**src/rtl/div_seq_param.sv**
```systemverilog
// Sequential restoring divider: 2W-bit dividend / W-bit divisor, signed or unsigned, one quotient bit per clock.
// Define DIV_DBZ_FLAG_EN to add the divzero output flag.
module div_seq_param #(
    parameter int WIDTH = 16
) (
    input  logic                 clk,
    input  logic                 reset,
    input  logic                 ready,
    input  logic                 signed_op,
    input  logic [2*WIDTH-1:0]   dividend,
    input  logic [WIDTH-1:0]     divider,
    output logic                 done,
    output logic [WIDTH-1:0]     quotient,
    output logic [WIDTH-1:0]     remainder,
    output logic                 overflow
`ifdef DIV_DBZ_FLAG_EN
    ,
    output logic                 divzero
`endif
);

    localparam logic [1:0] S_IDLE = 2'd0;
    localparam logic [1:0] S_RUN  = 2'd1;
    localparam logic [1:0] S_FIX  = 2'd2;
    localparam logic [1:0] S_DONE = 2'd3;

    localparam int BW = (WIDTH > 1) ? $clog2(WIDTH) : 1;
    localparam logic [WIDTH-1:0] MIN_MAG = {1'b1, {(WIDTH-1){1'b0}}};

    logic [1:0]         state;
    logic [BW-1:0]      bitnum;
    logic [WIDTH:0]     part;
    logic [WIDTH-1:0]   work;
    logic [WIDTH-1:0]   dvs;
    logic               mode;
    logic               sign_q;
    logic               sign_r;

    logic               dd_neg;
    logic               dv_neg;
    logic [2*WIDTH-1:0] dd_mag;
    logic [WIDTH-1:0]   dv_mag;
    logic               early_ov;
    logic [WIDTH:0]     shifted;
    logic [WIDTH:0]     trial;
    logic               fix_ov;

    always_comb begin
        dd_neg   = signed_op & dividend[2*WIDTH-1];
        dv_neg   = signed_op & divider[WIDTH-1];
        dd_mag   = dd_neg ? (~dividend + 1'b1) : dividend;
        dv_mag   = dv_neg ? (~divider + 1'b1) : divider;
        // A high half at or above the divisor means the quotient cannot fit in W bits.
        early_ov = (dv_mag == '0) || (dd_mag[2*WIDTH-1:WIDTH] >= dv_mag);
        // work holds the unconsumed dividend bits on top and grows quotient bits from the bottom.
        shifted  = {part[WIDTH-1:0], work[WIDTH-1]};
        trial    = shifted - {1'b0, dvs};
        fix_ov   = mode && (sign_q ? (work > MIN_MAG) : work[WIDTH-1]);
    end

    // NOTE: state is updated with non-blocking assignments so every register samples pre-edge values.
    always_ff @(posedge clk or negedge reset) begin
        if (!reset) begin
            state     <= S_IDLE;
            bitnum    <= '0;
            part      <= '0;
            work      <= '0;
            dvs       <= '0;
            mode      <= 1'b0;
            sign_q    <= 1'b0;
            sign_r    <= 1'b0;
            done      <= 1'b0;
            quotient  <= '0;
            remainder <= '0;
            overflow  <= 1'b0;
`ifdef DIV_DBZ_FLAG_EN
            divzero   <= 1'b0;
`endif
        end else begin
            case (state)
                S_IDLE: begin
                    if (ready) begin
                        mode   <= signed_op;
                        sign_q <= dd_neg ^ dv_neg;
                        sign_r <= dd_neg;
                        dvs    <= dv_mag;
                        part   <= {1'b0, dd_mag[2*WIDTH-1:WIDTH]};
                        work   <= dd_mag[WIDTH-1:0];
                        bitnum <= BW'(WIDTH-1);
`ifdef DIV_DBZ_FLAG_EN
                        divzero <= (dv_mag == '0);
`endif
                        if (early_ov) begin
                            overflow  <= 1'b1;
                            quotient  <= '0;
                            remainder <= '0;
                            state     <= S_DONE;
                        end else begin
                            state <= S_RUN;
                        end
                    end
                end
                S_RUN: begin
                    part   <= trial[WIDTH] ? shifted : trial;
                    work   <= {work[WIDTH-2:0], ~trial[WIDTH]};
                    bitnum <= bitnum - 1'b1;
                    if (bitnum == '0) state <= S_FIX;
                end
                S_FIX: begin
                    if (fix_ov) begin
                        overflow  <= 1'b1;
                        quotient  <= '0;
                        remainder <= '0;
                    end else begin
                        overflow  <= 1'b0;
                        quotient  <= sign_q ? (~work + 1'b1) : work;
                        remainder <= sign_r ? (~part[WIDTH-1:0] + 1'b1) : part[WIDTH-1:0];
                    end
                    state <= S_DONE;
                end
                default: begin
                    // The first edge in DONE raises done; later edges wait for ready to drop.
                    if (!done) begin
                        done <= 1'b1;
                    end else if (!ready) begin
                        done  <= 1'b0;
                        state <= S_IDLE;
                    end
                end
            endcase
        end
    end

endmodule
```
**config.mk**
```make
export PLATFORM = sky130hd
export DESIGN_NAME = div_seq_param
export DESIGN_NICKNAME = d
export VERILOG_FILES = /design/src/rtl/div_seq_param.sv
export SDC_FILE = /design/constraint.sdc
export NUM_CORES = 1
export LEC_CHECK = 0
export BUFFER_PORTS_ARGS = -buffer_cell sky130_fd_sc_hd__buf_2
export CELL_PAD_IN_SITES_DETAIL_PLACEMENT = 1
export CELL_PAD_IN_SITES_GLOBAL_PLACEMENT = 2
export CORE_MARGIN = 3
export CORE_UTILIZATION = 39
export DETAILED_ROUTE_END_ITERATION = 8
export PLACE_DENSITY = 0.87
export SLEW_MARGIN = 10
export SYNTH_ARGS = -nofsm -noshare
export SYNTH_HDL_FRONTEND = slang
export SYNTH_SLANG_ARGS = --single-unit
```
**constraint.sdc**
```tcl
create_clock -name clk -period 5.2 [get_ports clk]
set_clock_uncertainty 0.1 [all_clocks]
set_input_delay 0.26 -clock clk [delete_from_list [all_inputs] [get_ports clk]]
set_output_delay 0.26 -clock clk [all_outputs]
set_load 0.02 [all_outputs]
```
==> results of run 1 <==
[cell type report]
type | instances | area, sq um | area share
tap | 225 | 282 | 0.0349
clock buffer | 11 | 243 | 0.0301
sequential | 91 | 2280 | 0.283
timing repair buffer | 100 | 556 | 0.0690
clock inverter | 5 | 36.3 | 0.00450
multi-input combinational | 655 | 4520 | 0.561
inverter | 39 | 146 | 0.0182
[sequential cells by signal, summed over array words and instances (netlist names)]
name / flops
bitnum: 4
done: 1
dvs: 16
mode: 1
overflow: 1
part: 16
quotient: 16
remainder: 16
sign_q: 1
sign_r: 1
state: 2
work: 16
[routing by layer]
metal,wire length (um),vias to the layer above,share of wire
li1,-,3078,-
met1,10300,3000,0.51
met2,8670,125,0.43
met3,939,13,0.047
met4,208,0,0.010
met5,0,-,0
[report_power, final]
| group | internal [W] | leakage [nW] | total, W | switching, W |
|---|---|---|---|---|
| sequential | 0.00100 | 1.14 | 0.00136 | 0.000360 |
| clock | 0.000339 | 0.140 | 0.000631 | 0.000292 |
| combinational | 0.00128 | 2.32 | 0.00304 | 0.00176 |
[final timing paths]
check | to | slack, ns
worst max-delay path | quotient[11] | 0.68
worst min-delay path | dvs[0] | 0.19
worst max register to register | part[0] | 1.54
worst min register to register | dvs[9] | 0.38
max in group asynchronous | work[13] | 3.60
min in group asynchronous | remainder[10] | 0.29
[worst reg2reg max path: cells and delay by family, from the launching register on]
family	cells	cell delay, ns
AND/OR/NAND/NOR	3	0.48
adder cells (fa/ha/maj)	2	0.64
multiplexers	1	0.41
buffers and inverters	1	0.09
AO/OA/AOI/OAI	4	1.46
flip-flops	1	0.37
[cell families after synthesis]
| kind of cell | synth area share |
|---|---|
| buffers and inverters | 0.0457 |
| XOR/XNOR | 0.0982 |
| flip-flops | 0.320 |
| adder cells (fa/ha/maj) | 0.0766 |
| multiplexers | 0.0868 |
| AO/OA/AOI/OAI | 0.200 |
| AND/OR/NAND/NOR | 0.173 |
[repair_timing]
action / in CTS / in global routing
gates resized for setup: 0 / 0
endpoints found under the setup margin: 0 / 0
hold buffers: 1 / 0
endpoints found under the hold margin: 33 / 0
setup buffers: 0 / 0
[cell usage in the layout (no fill, tap or decap), drive strengths merged, types with 20 or more instances in the layout]
| cell type | instances |
|---|---|
| a21oi | 57 |
| xor2 | 42 |
| inv | 40 |
| mux2 | 36 |
| xnor2 | 37 |
| dfrtp | 91 |
| ha | 42 |
| nand2 | 83 |
| nand3 | 20 |
| nor2 | 89 |
| buf | 99 |
| o21ai | 70 |
| o31ai | 21 |
[through the flow]
| stage | total power (W) | std cells | worst slack, ns | cell area [sq um] |
|---|---|---|---|---|
| finish | 0.00503 | 1126 | 0.684 | 8060 |
| global route | 0.00552 | 1126 | 0.483 | 8060 |
| CTS | 0.00507 | 1126 | 0.698 | 8060 |
| detailed placement | 0.00442 | 1109 | 0.329 | 7770 |
| global placement | 0.00434 | 1109 | 0.440 | 7770 |
| floorplan | 0.00360 | 823 | 0.768 | 7120 |
==> impl_metrics.env, run 1 <==
export IMPL_synth_most_common_cell="dfrtp_1"
export IMPL_grtUsageMet2=0.305
export IMPL_cp_required_ns=5.33
export IMPL_chipHeight_um=141
export IMPL_reg2regPathDepth=11
export IMPL_synth_edf_count=0
export IMPL_critical_path_most_common_cell="or3_4"
export IMPL_clockBufferDepth=2
export IMPL_place_congestion=0.871
export IMPL_top_usage_layer="met1"
export IMPL_drt_antenna_violating_nets=0
export IMPL_tns_ns=0
export IMPL_clock_root_buffer="clkbuf_16"
export IMPL_startpoint_type="input pin"
export IMPL_area_growth_syn_to_layout_pct=13.2
export IMPL_wl_um=20100
export IMPL_synth_cell_types=64
export IMPL_setup_violations=0
export IMPL_row_count=48
export IMPL_min_delay_path_depth=3
export IMPL_slowest_stage="or4_4"
export IMPL_ys_flop_type="dfrtp_1"
export IMPL_crit_buf_inv=2
export IMPL_cts_buffers=9
export IMPL_maxSlewHeadroom=0.315
export IMPL_cts_tree="done"
export IMPL_drtIter0Drc=313
export IMPL_drt_vias_per_instance=5.52
export IMPL_drive_above_1_share=0.185
export IMPL_max_stage_delay_ns=0.53
export IMPL_rsz0062_at_grt="no"
export IMPL_cp_cell_sequence="buf_2, or4_4, or3_4, or3_4, or3_4, o41ai_4, xnor2_1, ha_1, a21oi_1, nor2b_1, o21ai_0, nand3b_1, a211oi_1, o31ai_4, a31oi_4, buf_12, mux2_2"
export IMPL_cp_startpoint="dividend[16]"
export IMPL_r2r_start="work[15]"
export IMPL_drc_errors=0
export IMPL_io_pins=86
export IMPL_hold_ws_ns=0.190
export IMPL_cap_violations=0
export IMPL_period_minus_slack_ns=4.52
export IMPL_core_sq_mm=0.0176
export IMPL_cp_top_family="simple AND/OR/NAND/NOR gates"
export IMPL_drv_slew=0
export IMPL_synth_top_cell_area_share=0.320
export IMPL_netlist_instances=823
export IMPL_ys_top_cells_by_count="dfrtp_1, nor2_1, nand2_1"
export IMPL_irDropWorstVdd_uv=220
export IMPL_hold_violations=0
export IMPL_dr_total_vias=6216
export IMPL_yosys_warnings=0
export IMPL_min_delay_start="divider[0]"
export IMPL_die_w_um=141
export IMPL_p_leak_nw=3.60
export IMPL_grtUsageMet3=0.0254
export IMPL_endpoint_kind="flip-flop"
export IMPL_fmax_ghz=0.221
export IMPL_syn_nets=918
export IMPL_h_tree_depth=3
export IMPL_seq_area_frac_synth=0.320
export IMPL_clkTransAtPathRegs_ns=0.07
export IMPL_die_area_sq_mm=0.0199
export IMPL_grt_max_degree=59
export IMPL_track_usage=0.205
export IMPL_status="finished clean"
export IMPL_final_period_utilization=0.868
export IMPL_cp_depth=17
export IMPL_grtUsageMet1=0.318
export IMPL_timing_hold_worst_class="input pin to flip-flop"
export IMPL_dp_final_hpwl_um=15900
export IMPL_numPortBuffers=85
export IMPL_antenna_found_initial=0
export IMPL_synth_area_leader_cell="dfrtp_1"
export IMPL_dr_pass1_iters=4
export IMPL_synth_area_per_cell_sq_um=8.65
export IMPL_critPathArrivalTime_ns=4.64
export IMPL_syn_area_sq_mm=0.00712
export IMPL_grt_pass1_wl_um=33300
export IMPL_criticalPathCategory="input pin to flip-flop"
export IMPL_initial_utilization=0.405
export IMPL_synth_seq_cells=91
export IMPL_clock_latency_ns=0.35
export IMPL_wl_per_cell_um=17.8
export IMPL_clkSinkCount=91
export IMPL_crit_path_max_fanout=33
export IMPL_async_flop_share=1.00
export IMPL_worst_slew_pin_slew_ns=1.02
export IMPL_diodes=0
export IMPL_synth_area_leaders="dfrtp_1, ha_1, xor2_1, nor2_1, xnor2_1"
export IMPL_grt_overflow_total=0
export IMPL_nNetsFinal=991
export IMPL_power_density_mw_per_mm2=624
export IMPL_post_route_util=0.458
export IMPL_n_fill_cell=2150
export IMPL_grt_pass1_vias=6263
Power figures use the tool's default switching activity.
==> inputs of run 2 (changes only) <==
--- a/config.mk
+++ b/config.mk
@@ -12,7 +12,8 @@
 export CORE_UTILIZATION = 39
 export DETAILED_ROUTE_END_ITERATION = 8
 export PLACE_DENSITY = 0.87
-export SLEW_MARGIN = 10
+export RECOVER_POWER = 100
+export SLEW_MARGIN = 20
 export SYNTH_ARGS = -nofsm -noshare
 export SYNTH_HDL_FRONTEND = slang
 export SYNTH_SLANG_ARGS = --single-unit
==> run 2 against run 1 <==
  * The run now ends with max-capacitance violations, max-slew violations left
  * Non-clock buffer count did not move
  * Final cell count did not move
  * Sequential share of layout area rose by 0.50 points
  * Die area did not move
  * Flip-flop and latch count did not move
  * Register-to-register slack got worse by 0.46 ns
  * Clock-buffer cell count did not move
  * Routed wire length rose by 0.78%
  * Global-route usage did not move
  * Core utilization fell by 0.80 points
  * Power fell by 1.8%
  * Fmax fell by 3.8%
  * Critical path type unchanged
  * Critical endpoint unchanged
==> impl_metrics.env, run 2 (synthesis gave the netlist of run 1 again) <==
export IMPL_status="finished with violations"
export IMPL_violations="max-capacitance violations, max-slew violations"
export IMPL_irDropWorstVdd_uv=218
export IMPL_grt_max_degree=59
export IMPL_grt_pass1_wl_um=33300
export IMPL_maxSlewHeadroom=-0.167
export IMPL_wl_um=20200
export IMPL_power_density_mw_per_mm2=624
export IMPL_rsz0062_at_grt="no"
export IMPL_critPathArrivalTime_ns=4.82
export IMPL_final_cells=1126
export IMPL_p_leak_nw=3.40
export IMPL_row_count=48
export IMPL_clkTransAtPathRegs_ns=0.07
export IMPL_dr_pass1_iters=4
export IMPL_regArea_sq_mm=0.00228
export IMPL_clockBufferDepth=2
export IMPL_grt_pass1_vias=6263
export IMPL_drtIter0Drc=324
export IMPL_cts_setup_buffers=0
export IMPL_clkSinkCount=91
export IMPL_diodes=0
export IMPL_die_area_sq_mm=0.0199
export IMPL_endpoint_kind="flip-flop"
export IMPL_layout_setup_ws_ns=0.507
export IMPL_io_pins=86
export IMPL_criticalPathCategory="input pin to flip-flop"
export IMPL_cap_violations=4
export IMPL_final_period_utilization=0.902
export IMPL_wl_per_cell_um=18.0
export IMPL_cts_buffers=9
export IMPL_clock_latency_ns=0.35
export IMPL_place_inst=1109
export IMPL_grt_overflow_total=0
export IMPL_setup_violations=0
export IMPL_final_common_cell="dfrtp_1"
export IMPL_drt_antenna_violating_nets=0
export IMPL_area_growth_syn_to_layout_pct=11.2
export IMPL_startpoint_type="input pin"
export IMPL_initial_utilization=0.405
export IMPL_n_fill_cell=2159
export IMPL_multiInputGateArea_sq_mm=0.00445
export IMPL_antenna_found_initial=0
export IMPL_drive_above_1_share=0.127
export IMPL_crit_path_max_fanout=33
export IMPL_worst_slew_pin_slew_ns=1.75
export IMPL_clock_root_buffer="clkbuf_16"
export IMPL_nNetsFinal=991
export IMPL_h_tree_depth=3
export IMPL_tns_ns=0
export IMPL_timing_hold_worst_class="input pin to flip-flop"
export IMPL_track_usage=0.205
export IMPL_dpl_worst_slack_ns=0.329
export IMPL_dp_final_hpwl_um=15900
export IMPL_drc_errors=0
export IMPL_core_sq_mm=0.0176
export IMPL_numPortBuffers=85
export IMPL_fmax_ghz=0.213
export IMPL_dr_total_vias=6206
export IMPL_cts_tree="done"
export IMPL_drv_slew=171
export IMPL_die_w_um=141
export IMPL_period_minus_slack_ns=4.69
export IMPL_cp_required_ns=5.33
export IMPL_drt_vias_per_instance=5.51
export IMPL_final_cell_mix="dfrtp_1, nor2_1, nand2_1"
export IMPL_hold_ws_ns=0.189
export IMPL_hold_violations=0
export IMPL_place_congestion=0.871
export IMPL_chipHeight_um=141
==> run 2: cell types whose count changed in the layout (fill, tap and decap cells not counted), sizes merged <==
cell	change
buf	-42
clkbuf	+42
==> run 2: path summary, 6_finish.rpt <==
kind / from / end / slack [ns] / cells past startpoint
max: dividend[14] / quotient[11] / 0.51 / 17
min: divider[0] / dvs[0] / 0.19 / 3
max reg2reg: state[0] / part[0] / 1.08 / 7
min reg2reg: dvs[9] / dvs[9] / 0.38 / 2
max in group asynchronous: reset / mode / 1.91 / 3
min in group asynchronous: reset / remainder[10] / 0.81 / 2
==> run 2: report_power, final <==
part           switching (W)  internal (W)  leakage, nW
Combinational        0.00175       0.00119         2.12
Sequential          0.000363       0.00100         1.14
Clock               0.000291      0.000339        0.140
Total                0.00240       0.00253         3.40
==> run 2: critical path: stages <==
cell	delay, ns
clkbuf_1	0.12
or4_4	0.53
or3_1	0.36
or3_1	0.36
or3_4	0.39
o41ai_4	0.23
xnor2_1	0.22
ha_1	0.31
a21oi_1	0.15
nor2b_1	0.06
o21ai_0	0.17
nand3b_1	0.10
a211oi_1	0.27
o31ai_1	0.20
a31oi_4	0.20
clkbuf_4	0.47
mux2_2	0.40
==> run 2: per-stage QoR <==
| step | total power (W) | utilization | area [sq um] |
|---|---|---|---|
| after floorplan | 0.00360 | - | 7120 |
| after global placement | 0.00434 | 0.441 | 7770 |
| after detailed placement | 0.00442 | 0.441 | 7770 |
| after CTS | 0.00507 | 0.458 | 8060 |
| after global routing | 0.00542 | 0.450 | 7920 |
| final | 0.00494 | 0.450 | 7920 |
==> run 2: layout make-up <==
cell class              count  share of cell area
multi-input cells         655               0.563
flip-flops and latches     91               0.288
repair buffers            100              0.0604
well taps                 225              0.0356
clock buffers              11              0.0307
inverters                  39              0.0185
clock inverters             5             0.00458
==> run 2: per-layer routing <==
layer  vias up  global-route usage  part of all wire
met3        15              0.0254             0.042
met5         -                   0                 0
met1      2997               0.318              0.52
met4         0              0.0459             0.010
met2       112               0.305              0.43
li1       3082                   -                 -
==> run 2: repair_timing <==
item,4_1_cts,5_1_grt
hold buffers,1,0
gates resized for setup,0,0
hold endpoints to repair,33,0
==> inputs of run 3 (changes only) <==
==> constraint.sdc (replaced) <==
create_clock -name clk -period 5.9 [get_ports clk]
set_clock_uncertainty 0.1 [all_clocks]
set_input_delay 0.295 -clock clk [delete_from_list [all_inputs] [get_ports clk]]
set_output_delay 0.295 -clock clk [all_outputs]
set_load 0.02 [all_outputs]
==> run 3 against run 2 <==
  * The flow still finishes with violations (max-capacitance violations, max-slew violations)
  * Power fell by 11%
  * Clock-buffer cell count fell by 1
  * Largest cell class unchanged
  * Non-clock buffer count fell by 7
  * Register-to-register slack got worse by 0.10 ns
  * Sequential share of layout area rose by 0.18 points
  * Highest routed layer unchanged
  * Hold slack improved by 0.029 ns
  * Flip-flop and latch count did not move
  * Combinational power fell by 12%
  * Clock power fell by 6.2%
  * Setup slack improved by 0.34 ns
  * Critical path depth did not move
  * Cell area fell by 0.62%
==> impl_metrics.env, run 3 (synthesis gave the netlist of run 1 again) <==
export IMPL_r2r_end="part[0]"
export IMPL_final_cell_mix="dfrtp_1, nor2_1, nand2_1"
export IMPL_min_delay_path_depth=3
export IMPL_core_sq_mm=0.0176
export IMPL_violations="max-capacitance violations, max-slew violations"
export IMPL_maxSlewHeadroom=-0.175
export IMPL_track_usage=0.202
export IMPL_status="finished with violations"
export IMPL_finalPower_w=0.00439
export IMPL_tns_ns=0
export IMPL_clock_root_buffer="clkbuf_16"
export IMPL_clock_latency_ns=0.35
export IMPL_die_w_um=141
export IMPL_dr_pass1_iters=4
export IMPL_irDropWorstVdd_uv=184
export IMPL_cts_tree="done"
export IMPL_r2r_start="state[0]"
export IMPL_io_pins=86
export IMPL_criticalPathCategory="input pin to flip-flop"
export IMPL_max_stage_delay_ns=0.67
export IMPL_cp_required_ns=6.03
export IMPL_worst_slew_pin_slew_ns=1.76
export IMPL_min_delay_start="dividend[0]"
export IMPL_slowest_stage="nor4b_1"
export IMPL_wl_um=20200
export IMPL_final_common_cell="dfrtp_1"
export IMPL_cp_cell_sequence="clkbuf_1, nor4_1, nor4b_1, nand2_1, or3_1, o41ai_1, xnor2_1, ha_1, a21oi_1, nor2b_1, o21ai_0, nand3b_1, a211oi_1, o31ai_1, a31oi_4, buf_4, mux2_2"
export IMPL_drv_slew=212
export IMPL_drt_antenna_violating_nets=0
export IMPL_clkSinkCount=91
export IMPL_initial_utilization=0.405
export IMPL_grt_pass1_wl_um=32800
export IMPL_row_count=48
export IMPL_critPathArrivalTime_ns=5.18
export IMPL_cp_top_family="simple AND/OR/NAND/NOR gates"
export IMPL_area_growth_syn_to_layout_pct=10.5
export IMPL_numPortBuffers=85
export IMPL_crit_buf_inv=2
export IMPL_drtIter0Drc=254
export IMPL_cts_buffers=9
export IMPL_clockBufferDepth=2
export IMPL_whs_endpoint="work[0]"
export IMPL_place_congestion=0.876
export IMPL_startpoint_type="input pin"
export IMPL_setup_violations=0
export IMPL_hold_violations=0
export IMPL_drc_errors=0
export IMPL_grt_max_degree=60
export IMPL_post_route_util=0.447
export IMPL_p_leak_nw=3.37
export IMPL_h_tree_depth=3
export IMPL_rsz0062_at_grt="no"
export IMPL_wl_per_cell_um=18.0
export IMPL_cap_violations=5
export IMPL_diodes=0
export IMPL_dr_total_vias=6214
export IMPL_endpoint_kind="flip-flop"
export IMPL_grt_pass1_vias=6199
export IMPL_crit_path_max_fanout=33
export IMPL_layout_setup_ws_ns=0.847
export IMPL_die_area_sq_mm=0.0199
export IMPL_chipHeight_um=141
export IMPL_fmax_ghz=0.198
export IMPL_dp_final_hpwl_um=15800
export IMPL_final_period_utilization=0.856
export IMPL_timing_hold_worst_class="input pin to flip-flop"
export IMPL_clkTransAtPathRegs_ns=0.06
export IMPL_power_density_mw_per_mm2=558
export IMPL_drt_vias_per_instance=5.56
export IMPL_reg2reg_slack_ns=0.98
export IMPL_drive_above_1_share=0.120
export IMPL_antenna_found_initial=0
export IMPL_period_minus_slack_ns=5.05
export IMPL_dpl_worst_slack_ns=0.586
export IMPL_nNetsFinal=984
export IMPL_grt_overflow_total=0
export IMPL_reg2regPathDepth=8
==> run 3: changes by cell type in the layout (fill, tap and decap cells not counted), sizes merged <==
cell and delta:
buf -6, bufinv +1, clkbuf -2, clkinv -3, clkinvlp +1, inv +1
==> run 3: cell type report <==
class | count | area, sq um
Clock inverter | 5 | 60.1
Inverter | 39 | 146
Tap cell | 225 | 282
Fill cell | 2154 | 9730
Clock buffer | 10 | 239
Sequential cell | 91 | 2280
Multi-Input combinational cell | 655 | 4440
Timing Repair Buffer | 93 | 425
==> run 3: routing by layer <==
layer | part of all wire | wire, um | global-route usage
met2 | 0.42 | 8500 | 0.295
met1 | 0.53 | 10700 | 0.313
met5 | 0 | 0 | 0
met3 | 0.039 | 787 | 0.0302
met4 | 0.0097 | 195 | 0.0449
==> run 3: metrics by stage <==
step           hold slack, ns  instances  instance area (sq um)
2_1_floorplan          -0.101        823                   7120
3_3_place_gp            0.158       1102                   7700
3_5_place_dp            0.157       1102                   7700
4_1_cts                 0.220       1118                   8010
5_1_grt                 0.249       1118                   7870
6_report                0.218       1118                   7870
==> run 3: worst max path at each step <==
| stage | start | to | slack, ns | depth (start not counted) |
|---|---|---|---|---|
| 3_5_place_dp | dividend[4] | overflow | 0.59 | 17 |
| 3_3_place_gp | dividend[8] | overflow | 0.70 | 15 |
| 6_report | dividend[4] | quotient[13] | 0.85 | 17 |
| 5_1_grt | dividend[4] | remainder[12] | 0.42 | 17 |
| 2_1_floorplan | dividend[16] | quotient[3] | 1.43 | 16 |
| 4_1_cts | dividend[4] | quotient[8] | 0.95 | 17 |
==> run 3: power breakdown <==
group	internal [W]	switching, W
Combinational	0.00105	0.00155
Clock	0.000340	0.000251
Sequential	0.000883	0.000320
==> run 3: tightest hold or removal path, cell delays in order <==
cell and delay (ns):
buf_2 0.12, mux2i_1 0.07, o21ai_0 0.14
==> run 3: repair_timing <==
item	4_1_cts	5_1_grt
endpoints found under the hold margin	32	0
resized for setup	0	0
hold buffers	1	0
setup buffers	0	0
